**config.mk**
```make
export PLATFORM = sky130hd
export DESIGN_NAME = mux_rr_n
export DESIGN_NICKNAME = d
export VERILOG_FILES = /design/src/rtl/mux_rr_n.sv
export SDC_FILE = /design/constraint.sdc
export NUM_CORES = 1
export LEC_CHECK = 0
export CAP_MARGIN = 10
export CELL_PAD_IN_SITES_DETAIL_PLACEMENT = 0
export CELL_PAD_IN_SITES_GLOBAL_PLACEMENT = 1
export CORE_ASPECT_RATIO = 0.8
export CORE_MARGIN = 5
export CORE_UTILIZATION = 23
export DETAILED_ROUTE_END_ITERATION = 10
export HOLD_SLACK_MARGIN = 0.05
export MAX_ROUTING_LAYER = met4
export PLACE_DENSITY_LB_ADDON = 0.1
export SYNTH_ARGS = -nofsm -noshare
export SYNTH_HDL_FRONTEND = slang
export SYNTH_SLANG_ARGS = --single-unit
```
**constraint.sdc**
```tcl
create_clock -name clk -period 7.1 [get_ports clk]
set_clock_uncertainty 0.2 [all_clocks]
set_input_delay 2.13 -clock clk [delete_from_list [all_inputs] [get_ports clk]]
set_output_delay 2.13 -clock clk [all_outputs]
set_load 0.02 [all_outputs]
```
**src/rtl/mux_rr_n.sv**
```systemverilog
// mux_rr_n: N-channel, W-bit registered multiplexer with per-channel
// valid/ready handshakes, a single output register with backpressure, and
// two select modes: manual (external select) or round-robin over valid channels.
module mux_rr_n #(
  parameter int N = 4,
  parameter int W = 4,
  localparam int SELW = $clog2(N)
) (
  input  logic              clk,
  input  logic              rst_n,
  input  logic [N*W-1:0]    in_data,
  input  logic [N-1:0]      in_valid,
  output logic [N-1:0]      in_ready,
  input  logic              mode,
  input  logic [SELW-1:0]   sel_man,
  input  logic              out_ready,
  output logic [W-1:0]      out_data,
  output logic              out_valid,
  output logic [SELW-1:0]   out_ch
);

  logic [W-1:0]    outData_q, outData_d;
  logic            outValid_q, outValid_d;
  logic [SELW-1:0] outCh_q, outCh_d;
  logic [SELW-1:0] ptr_q, ptr_d;

  logic [SELW-1:0] gnt;
  logic            hit;
  logic            load;
  logic            found;
  logic [SELW:0]   idx;
  logic [W-1:0]    selData;
  logic [N-1:0]    readyVec;

  // Output register may take a new word when empty or being drained; nothing is consumed while in reset.
  assign load = rst_n & (~outValid_q | out_ready);

  // Grant selection: manual select, or first valid channel scanning upward from the round-robin pointer with wrap at N-1.
  always_comb begin
    gnt   = '0;
    hit   = 1'b0;
    found = 1'b0;
    idx   = '0;
    if (!mode) begin
      gnt = sel_man;
      if ({1'b0, sel_man} < (SELW+1)'(N)) begin
        hit = in_valid[sel_man];
      end
    end else begin
      for (int i = 0; i < N; i++) begin
        idx = {1'b0, ptr_q} + (SELW+1)'(i);
        if (idx >= (SELW+1)'(N)) begin
          idx = idx - (SELW+1)'(N);
        end
        if (!found && in_valid[idx[SELW-1:0]]) begin
          found = 1'b1;
          gnt   = idx[SELW-1:0];
        end
      end
      hit = found;
    end
  end

  // Pick the granted channel's data word and build the one-hot ready vector.
  always_comb begin
    selData  = '0;
    readyVec = '0;
    for (int k = 0; k < N; k++) begin
      if (gnt == SELW'(k)) begin
        selData     = in_data[k*W +: W];
        readyVec[k] = load & hit;
      end
    end
  end

  assign in_ready = readyVec;

  // Next-state for the output register and round-robin pointer; everything holds unless a load happens.
  always_comb begin
    outData_d  = outData_q;
    outValid_d = outValid_q;
    outCh_d    = outCh_q;
    ptr_d      = ptr_q;
    if (load) begin
      outValid_d = hit;
      if (hit) begin
        outData_d = selData;
        outCh_d   = gnt;
        if (mode) begin
          ptr_d = (gnt == SELW'(N-1)) ? '0 : gnt + 1'b1;
        end
      end
    end
  end

  // State registers; reset clears the output immediately and discards any held word.
  always_ff @(posedge clk or negedge rst_n) begin
    if (!rst_n) begin
      outData_q  <= '0;
      outValid_q <= 1'b0;
      outCh_q    <= '0;
      ptr_q      <= '0;
    end else begin
      outData_q  <= outData_d;
      outValid_q <= outValid_d;
      outCh_q    <= outCh_d;
      ptr_q      <= ptr_d;
    end
  end

  assign out_data  = outData_q;
  assign out_valid = outValid_q;
  assign out_ch    = outCh_q;

endmodule

```
==> summary by stage, run 1 <==
Run status
The run finished with clean final reports.

CTS
The number of buffers inserted to repair setup after CTS is 0. The root buffer cell is sky130_fd_sc_hd__clkbuf_8. In this run the number of H-tree levels came out at 1. The number of buffers added to fix hold violations after cts is 0. The largest buffer count on any clock path is 2. The later pin in the worst-skew pair is clocked with a latency of 0.23 ns. The total CTS buffers is 3.

For this design, the sink count on the clock tree is 9. The clock transition time at the flip-flop clock pins of the worst setup and hold paths is 0.04 ns. The CTS tree is built.

Floorplan
The starting density of the core is 23.9%. The floorplan step defined a die boundary enclosing 4480 um2. The I/O pin count is 37. The die is 60.8 um tall. The standard cell core area is 3110 um2. The floorplan has 18 rows.

The die width is 73.6 um.

Global route
The initial antenna violation count was 0. The first global-routing pass estimated 3.37 mm of wire. Global routing used 10.5% of the available tracks across all layers. The number of global-route vias before repair is 720. The pin count of the biggest net entering global routing is 12. Global routing finished with a remaining overflow of 0.

Synth
Sequential elements use 30.3% of the synthesized area. The number of nets in the synthesized netlist is ~100. Among all flip-flop cells after synthesis, the most frequent one is sky130_fd_sc_hd__dfrtp_1. Counting distinct cell types in the post-synthesis netlist gives 33. The top-area cell type share of the netlist area is 30.3%. The per-instance average area after synthesis is 10.0 um2. sky130_fd_sc_hd__dfrtp_1 takes more of the synthesized area than any other cell. By area the synthesized netlist is led by sky130_fd_sc_hd__dfrtp_1 (30%), sky130_fd_sc_hd__mux2_4 (10%), sky130_fd_sc_hd__ha_1 (6.7%), sky130_fd_sc_hd__nor2b_1 (4.2%), sky130_fd_sc_hd__a221oi_1 (3.5%). Yosys printed 0 warnings. In the synthesized netlist, the number of instances is 74. The number of flops mapped to enable cells by yosys is 0. The register bit count reported by yosys is 9. The cell area after technology mapping is 743 um2. The share of synthesized registers carrying an async set or reset is 100%.

Route
The aggregate routed wire length is 2.02 mm. The detailed router finished its first iteration with 14 violations. The post-route antenna net violation count is 0. Dividing the detail-routed wire length by the instance count gives between 10 and 15 um. The first TritonRoute pass finished after 4 iterations. The DRC violations left is 0.

The post-detailed-route via-to-cell ratio is 4.50. The via count is approximately 700.

Placed design
The final RePlAce weighted congestion is 0.748. The number of buffers added on ports is 36. The HPWL after detailed placement is 1.67 mm. The post-placement cell count is 151.

Hold path
The hold path startpoint is out_valid. The min-delay analysis places its worst path in the category reg2reg.

Flow run
Across the run, the number of max-cap violations was 0.

Layout
The number of nets in the finished design is 146. The fill cell total of the finished layout is 308. The count of inserted antenna diode cells is 0.

The share of cells above drive strength 1 is 14.8%. Measured on the finished design, the core utilization comes to 39.2%. The number of cells in the finished layout apart from fillers is 155. The area growth from synthesis to layout is 64.0%.

Pwr
The worst vdd rail ir drop is roughly 75 uV. The static leakage is 0.500 nW. The power density relative to cell area is 267 nW/um2.

Timing
Setup violations remaining at the end of the flow were counted as 0. Measured against its own limit, the worst slew margin works out to 60.2%. Counting I/O delays and the setup requirement, the final critical path takes 6.87 ns.

The final critical path takes up 96.8% of the cycle. Timing would allow up to 0.145 GHz. The number of pins exceeding their max-slew limit in the final report was 0. Setup repair after global routing left no endpoint under its margin. The final hold violation count is 0.

The worst-margin pin slew is approximately 0.60 ns. Adding up every negative setup slack in the final design gives 0 ns.

Setup path
The data required time at the worst endpoint is 4.77 ns. The top fanout value on the critical path is 8. The start point of the critical path is in_valid[0]. The worst setup path is captured at a primary output. The worst setup path is of the in2out kind. The startpoint identified for the worst register-to-register timing path is ptr_q[1].

The critical path arrival is about 4.5 ns. The startpoint kind of the worst setup timing path is an input pin.
[path summary, 6_finish.rpt]
check,end,slack (ns),cells past startpoint
setup / recovery,in_ready[0],0.23,8
hold / removal,out_valid,0.30,1
setup reg to reg,out_data[0],4.32,10
hold reg to reg,out_valid,0.30,1
max in group asynchronous,out_data[2],4.51,2
min in group asynchronous,ptr_q[0],2.05,2
[routing by layer]
layer	GRT usage, %	part of all wire [%]
met5	-	0
met4	6.20	1.3
met3	2.15	5.9
met2	13.1	40
met1	15.0	53
[repair_timing]
item                                    in CTS  in global routing
endpoints found under the setup margin       0                  4
resized for setup                            0                  3
hold endpoints to repair                     0                  0
[registers in the layout, summed over array words and instances, names as in the netlist]
signal and cells:
out_data 4, out_ch 2, out_valid 1, ptr_q 2
[layout make-up]
class	instances	area [um2]	area share [%]
Inverter	5	18.8	1.54
Timing Repair Buffer	40	390	32.0
Clock buffer	4	45.0	3.70
Tap cell	40	50.0	4.11
Sequential cell	9	225	18.5
Multi-Input combinational cell	57	489	40.1
[worst max-delay path, cell delays in order]
cell,delay (ns)
sky130_fd_sc_hd__clkdlybuf4s50_1,0.52
sky130_fd_sc_hd__nand4bb_1,0.24
sky130_fd_sc_hd__a2111oi_1,0.49
sky130_fd_sc_hd__a211oi_2,0.13
sky130_fd_sc_hd__inv_1,0.12
sky130_fd_sc_hd__ha_1,0.18
sky130_fd_sc_hd__and2_1,0.13
sky130_fd_sc_hd__clkdlybuf4s50_1,0.61
[where the power goes]
part / switching (mW) / internal, mW / total (mW)
Clock: 0.0184 / 0.0390 / 0.0573
Combinational: 0.0761 / 0.0981 / 0.174
Sequential: 0.0198 / 0.0740 / 0.0938
[layout by cell type, fill, tap and decap left out, drive strengths merged, types with 2 or more instances in the layout]
| cell | n |
|---|---|
| a21oi | 2 |
| ha | 4 |
| clkdlybuf4s50 | 36 |
| o31ai | 3 |
| dfrtp | 9 |
| o21ai | 3 |
| nor2b | 5 |
| nand2 | 5 |
| and2 | 4 |
| clkbuf | 4 |
| a21boi | 2 |
| a221oi | 3 |
| nand4bb | 2 |
| mux2 | 8 |
| buf | 4 |
| inv | 5 |
| nor2 | 4 |
[stage by stage]
step	worst slack [ns]	instance area (um2)	hold WS (ns)	total power [mW]
final	0.227	1220	0.301	0.325
after global routing	0.0703	1220	0.333	0.352
after CTS	0.0960	1210	0.311	0.330
after detailed placement	0.117	1160	0.302	0.268
after global placement	0.110	1160	0.297	0.268
after floorplan	1.23	743	0.320	0.189
[synth_stat cells (2+ instances only)]
library cell	n
sky130_fd_sc_hd__ha_1	4
sky130_fd_sc_hd__nor2_1	4
sky130_fd_sc_hd__a21boi_1	2
sky130_fd_sc_hd__mux2_4	5
sky130_fd_sc_hd__dfrtp_1	9
sky130_fd_sc_hd__a221oi_1	3
sky130_fd_sc_hd__o31ai_1	3
sky130_fd_sc_hd__a21oi_1	2
sky130_fd_sc_hd__nor2b_1	5
sky130_fd_sc_hd__inv_1	5
sky130_fd_sc_hd__nand2_1	5
sky130_fd_sc_hd__mux2_1	2
sky130_fd_sc_hd__and2_1	4
sky130_fd_sc_hd__nand4bb_1	2
[logic make-up after synthesis]
family          synth area share (%)
compound gates                  21.7
fa+ha+maj                       6.73
buf+inv                         5.05
flops                           30.3
mux                             19.0
simple gates                    17.2
(Power assumes the default switching activity.)
==> inputs of run 2 (changes only) <==
clock period = 8.8 ns   (was 7.1 ns; I/O delays follow)
==> summary by stage, run 2 (synthesized netlist as in run 1, its figures left out) <==
CTS
The cell sitting at the root of the clock tree is a sky130_fd_sc_hd__clkbuf_8. In this run the number of H-tree levels came out at 1. Gates resized during post-CTS repair numbered 0. The number of buffers added to fix hold violations after cts is 0. The sink count of the clock tree is 9. The later pin in the worst-skew pair is clocked with a latency of 0.23 ns.

The clock passes through at most 2 buffers. The clock transition time at the flip-flop clock pins of the worst setup and hold paths is 0.04 ns. Post-CTS timing repair inserted 0 buffers for setup. The number of clock buffers added by TritonCTS is 3. TritonCTS built the clock tree.

Placed design
During placement, the flow inserted port buffers numbering 36. The half-perimeter wire length of the detailed placement result is 1.66 mm. At the end of routability-driven placement, the weighted congestion stood at 0.717.

Setup path
STA classifies the critical path startpoint as an input pin. The signal on the critical path passes through clkdlybuf4s50_1 > nor2_1 > o311a_1 > a211oi_1 > ha_1 > and2_1 > clkdlybuf4s50_1. In this run the critical register-to-register path is launched from ptr_q[1]. The stage delay of the slowest cell on the critical path is 0.61 ns. Data on the critical path is required at its endpoint by around 6.0 ns.

Setup slack on the worst reg-to-reg path comes out at 5.92 ns. The library cell contributing the largest single delay on the critical path is sky130_fd_sc_hd__clkdlybuf4s50_1. The start-to-end type of the worst setup path is in2out. Of all nets on the critical path, the largest fanout is 9. The most numerous cell type found on the critical path is sky130_fd_sc_hd__clkdlybuf4s50_1. The worst-case reg-to-reg path depth is 9. Among cell families on the critical path, the largest total delay comes from buffers and inverters. The endpoint of the most critical register-to-register path is out_data[0]. The worst setup path is captured at a primary output.

Data arrives at the worst endpoint at 5.30 ns. The number of buffers and inverters on the critical path is 2.

Layout
The number of nets in the finished design is 142. The share of cells above drive strength 1 is 9.91%. The library cell used most frequently in the layout, excluding fill and tap cells, is sky130_fd_sc_hd__clkdlybuf4s50_1. The flip-flop count of the largest register after layout is 4. The fill cell total of the finished layout is 312.

In the layout the commonest cells are sky130_fd_sc_hd__clkdlybuf4s50_1 (36), sky130_fd_sc_hd__dfrtp_1 (9). The layout overhead on the synthesized area is 58.8%. 0 antenna diodes ended up in the layout.

Floorplan
The die width is 73.6 um. The die covers about 4500 um2. The die height is 60.8 um. The initial utilization of the core area, before any placement, comes to around a quarter. The I/O pin count is 37.

The standard cell core area is roughly 3100 um2. The site row count is 18.

Timing
The total setup violations reported at the end of the flow is 0. The share of the clock period used by the worst path after layout is 92.5%. The worst path in the final design needs a cycle of approximately 8.1 ns, including I/O delays and setup. Based on the critical path, the design can be clocked at up to 0.123 GHz. The post-route worst hold slack is 0.307 ns.

The headroom to the max-slew limit is 35.7%. Setup repair after global routing left no endpoint under its margin. The number of pins exceeding their max-slew limit in the final report came to 0. The worst-margin pin slew is 0.961 ns.

Summed over all failing endpoints, the final setup total negative slack is 0 ns. The final hold violation count is 0.

Route
The detailed-routing iteration count for the pre-antenna-repair pass is 4. The final route contains 672 vias. The DRC violations left is 0. The post-detailed-route via-to-cell ratio is roughly 4.5. The routed wirelength normalized by instance count is 13.3 um.

The detail route stage leaves a number of antenna-violating nets equal to 0. The starting DRC count in detailed routing is 35. For this block, the routed nets add up to a little over 2 mm of wire.

Hold path
For hold timing, the worst endpoint is out_data[0]. The path type of the worst min-delay path is reg2reg. The hold path startpoint is out_data[0]. The hold path depth is 1.

Global route
The overall routing resource usage is 9.79%. The pin count of the biggest net entering global routing is 12. The global-route wire length before repair is roughly 3.3 mm. Global routing finished with a remaining overflow of 0. The number of global-route vias before repair is 690. The initial antenna violation count is 0.

Flow run
The total of max-cap violations is 0.

Pwr
For this design the static power due to leakage is 0.479 nW. The final total power is 0.257 mW. For this design the ratio of total power to cell area is between 200 and 250 nW/um2. The worst vdd rail ir drop is 58.4 uV.

Run status
The run finished with clean final reports.
==> run 2: changes by cell type in the layout (fill, tap and decap cells not counted) <==
cell | before | now
sky130_fd_sc_hd__buf_4 | 4 | 0
sky130_fd_sc_hd__a2111oi_0 | 0 | 1
sky130_fd_sc_hd__a2111oi_1 | 1 | 0
sky130_fd_sc_hd__a211oi_1 | 0 | 1
sky130_fd_sc_hd__a211oi_2 | 1 | 0
sky130_fd_sc_hd__nor2_1 | 3 | 4
sky130_fd_sc_hd__nor2_2 | 1 | 0
==> run 2: per-stage QoR <==
step / utilization [%] / setup WS, ns / cells / area [um2]
2_1_floorplan: - / 1.91 / 74 / 743
3_3_place_gp: 36.5 / 0.716 / 147 / 1130
3_5_place_dp: 36.5 / 0.634 / 147 / 1130
4_1_cts: 38.0 / 0.608 / 151 / 1180
5_1_grt: 38.0 / 0.465 / 151 / 1180
6_report: 38.0 / 0.659 / 151 / 1180
==> run 2: worst max path at each step <==
| stage | start | end | slack [ns] | depth (start not counted) |
|---|---|---|---|---|
| floorplan | in_valid[1] | in_ready[3] | 1.91 | 5 |
| global placement | in_valid[2] | in_ready[3] | 0.72 | 7 |
| detailed placement | in_valid[3] | in_ready[3] | 0.63 | 7 |
| CTS | in_valid[3] | in_ready[3] | 0.61 | 7 |
| global route | in_valid[2] | in_ready[2] | 0.46 | 7 |
| finish | in_valid[2] | in_ready[3] | 0.66 | 7 |
==> run 2: report_power, final <==
group          total (mW)  leakage [nW]  switching [mW]  internal [mW]
Clock              0.0466        0.0228          0.0152         0.0315
Sequential         0.0753         0.108          0.0156         0.0597
Combinational       0.135         0.348          0.0595         0.0754
==> run 2: final cells by class <==
cell class	instances	area, um2	share of cell area, %
inverters	5	18.8	1.59
clock buffers	4	45.0	3.82
multi-input cells	57	480	40.7
repair buffers	36	360	30.5
flip-flops and latches	9	225	19.1
well taps	40	50.0	4.24
==> run 2: metal layers <==
layer	part of all wire (%)	vias to the layer above	routed length, um	global-route usage [%]
li1	-	351	-	-
met1	51	296	1020	14.1
met2	43	23	859	13.0
met3	5.8	2	116	2.15
met4	0.94	0	19	3.88
met5	0	-	0	-
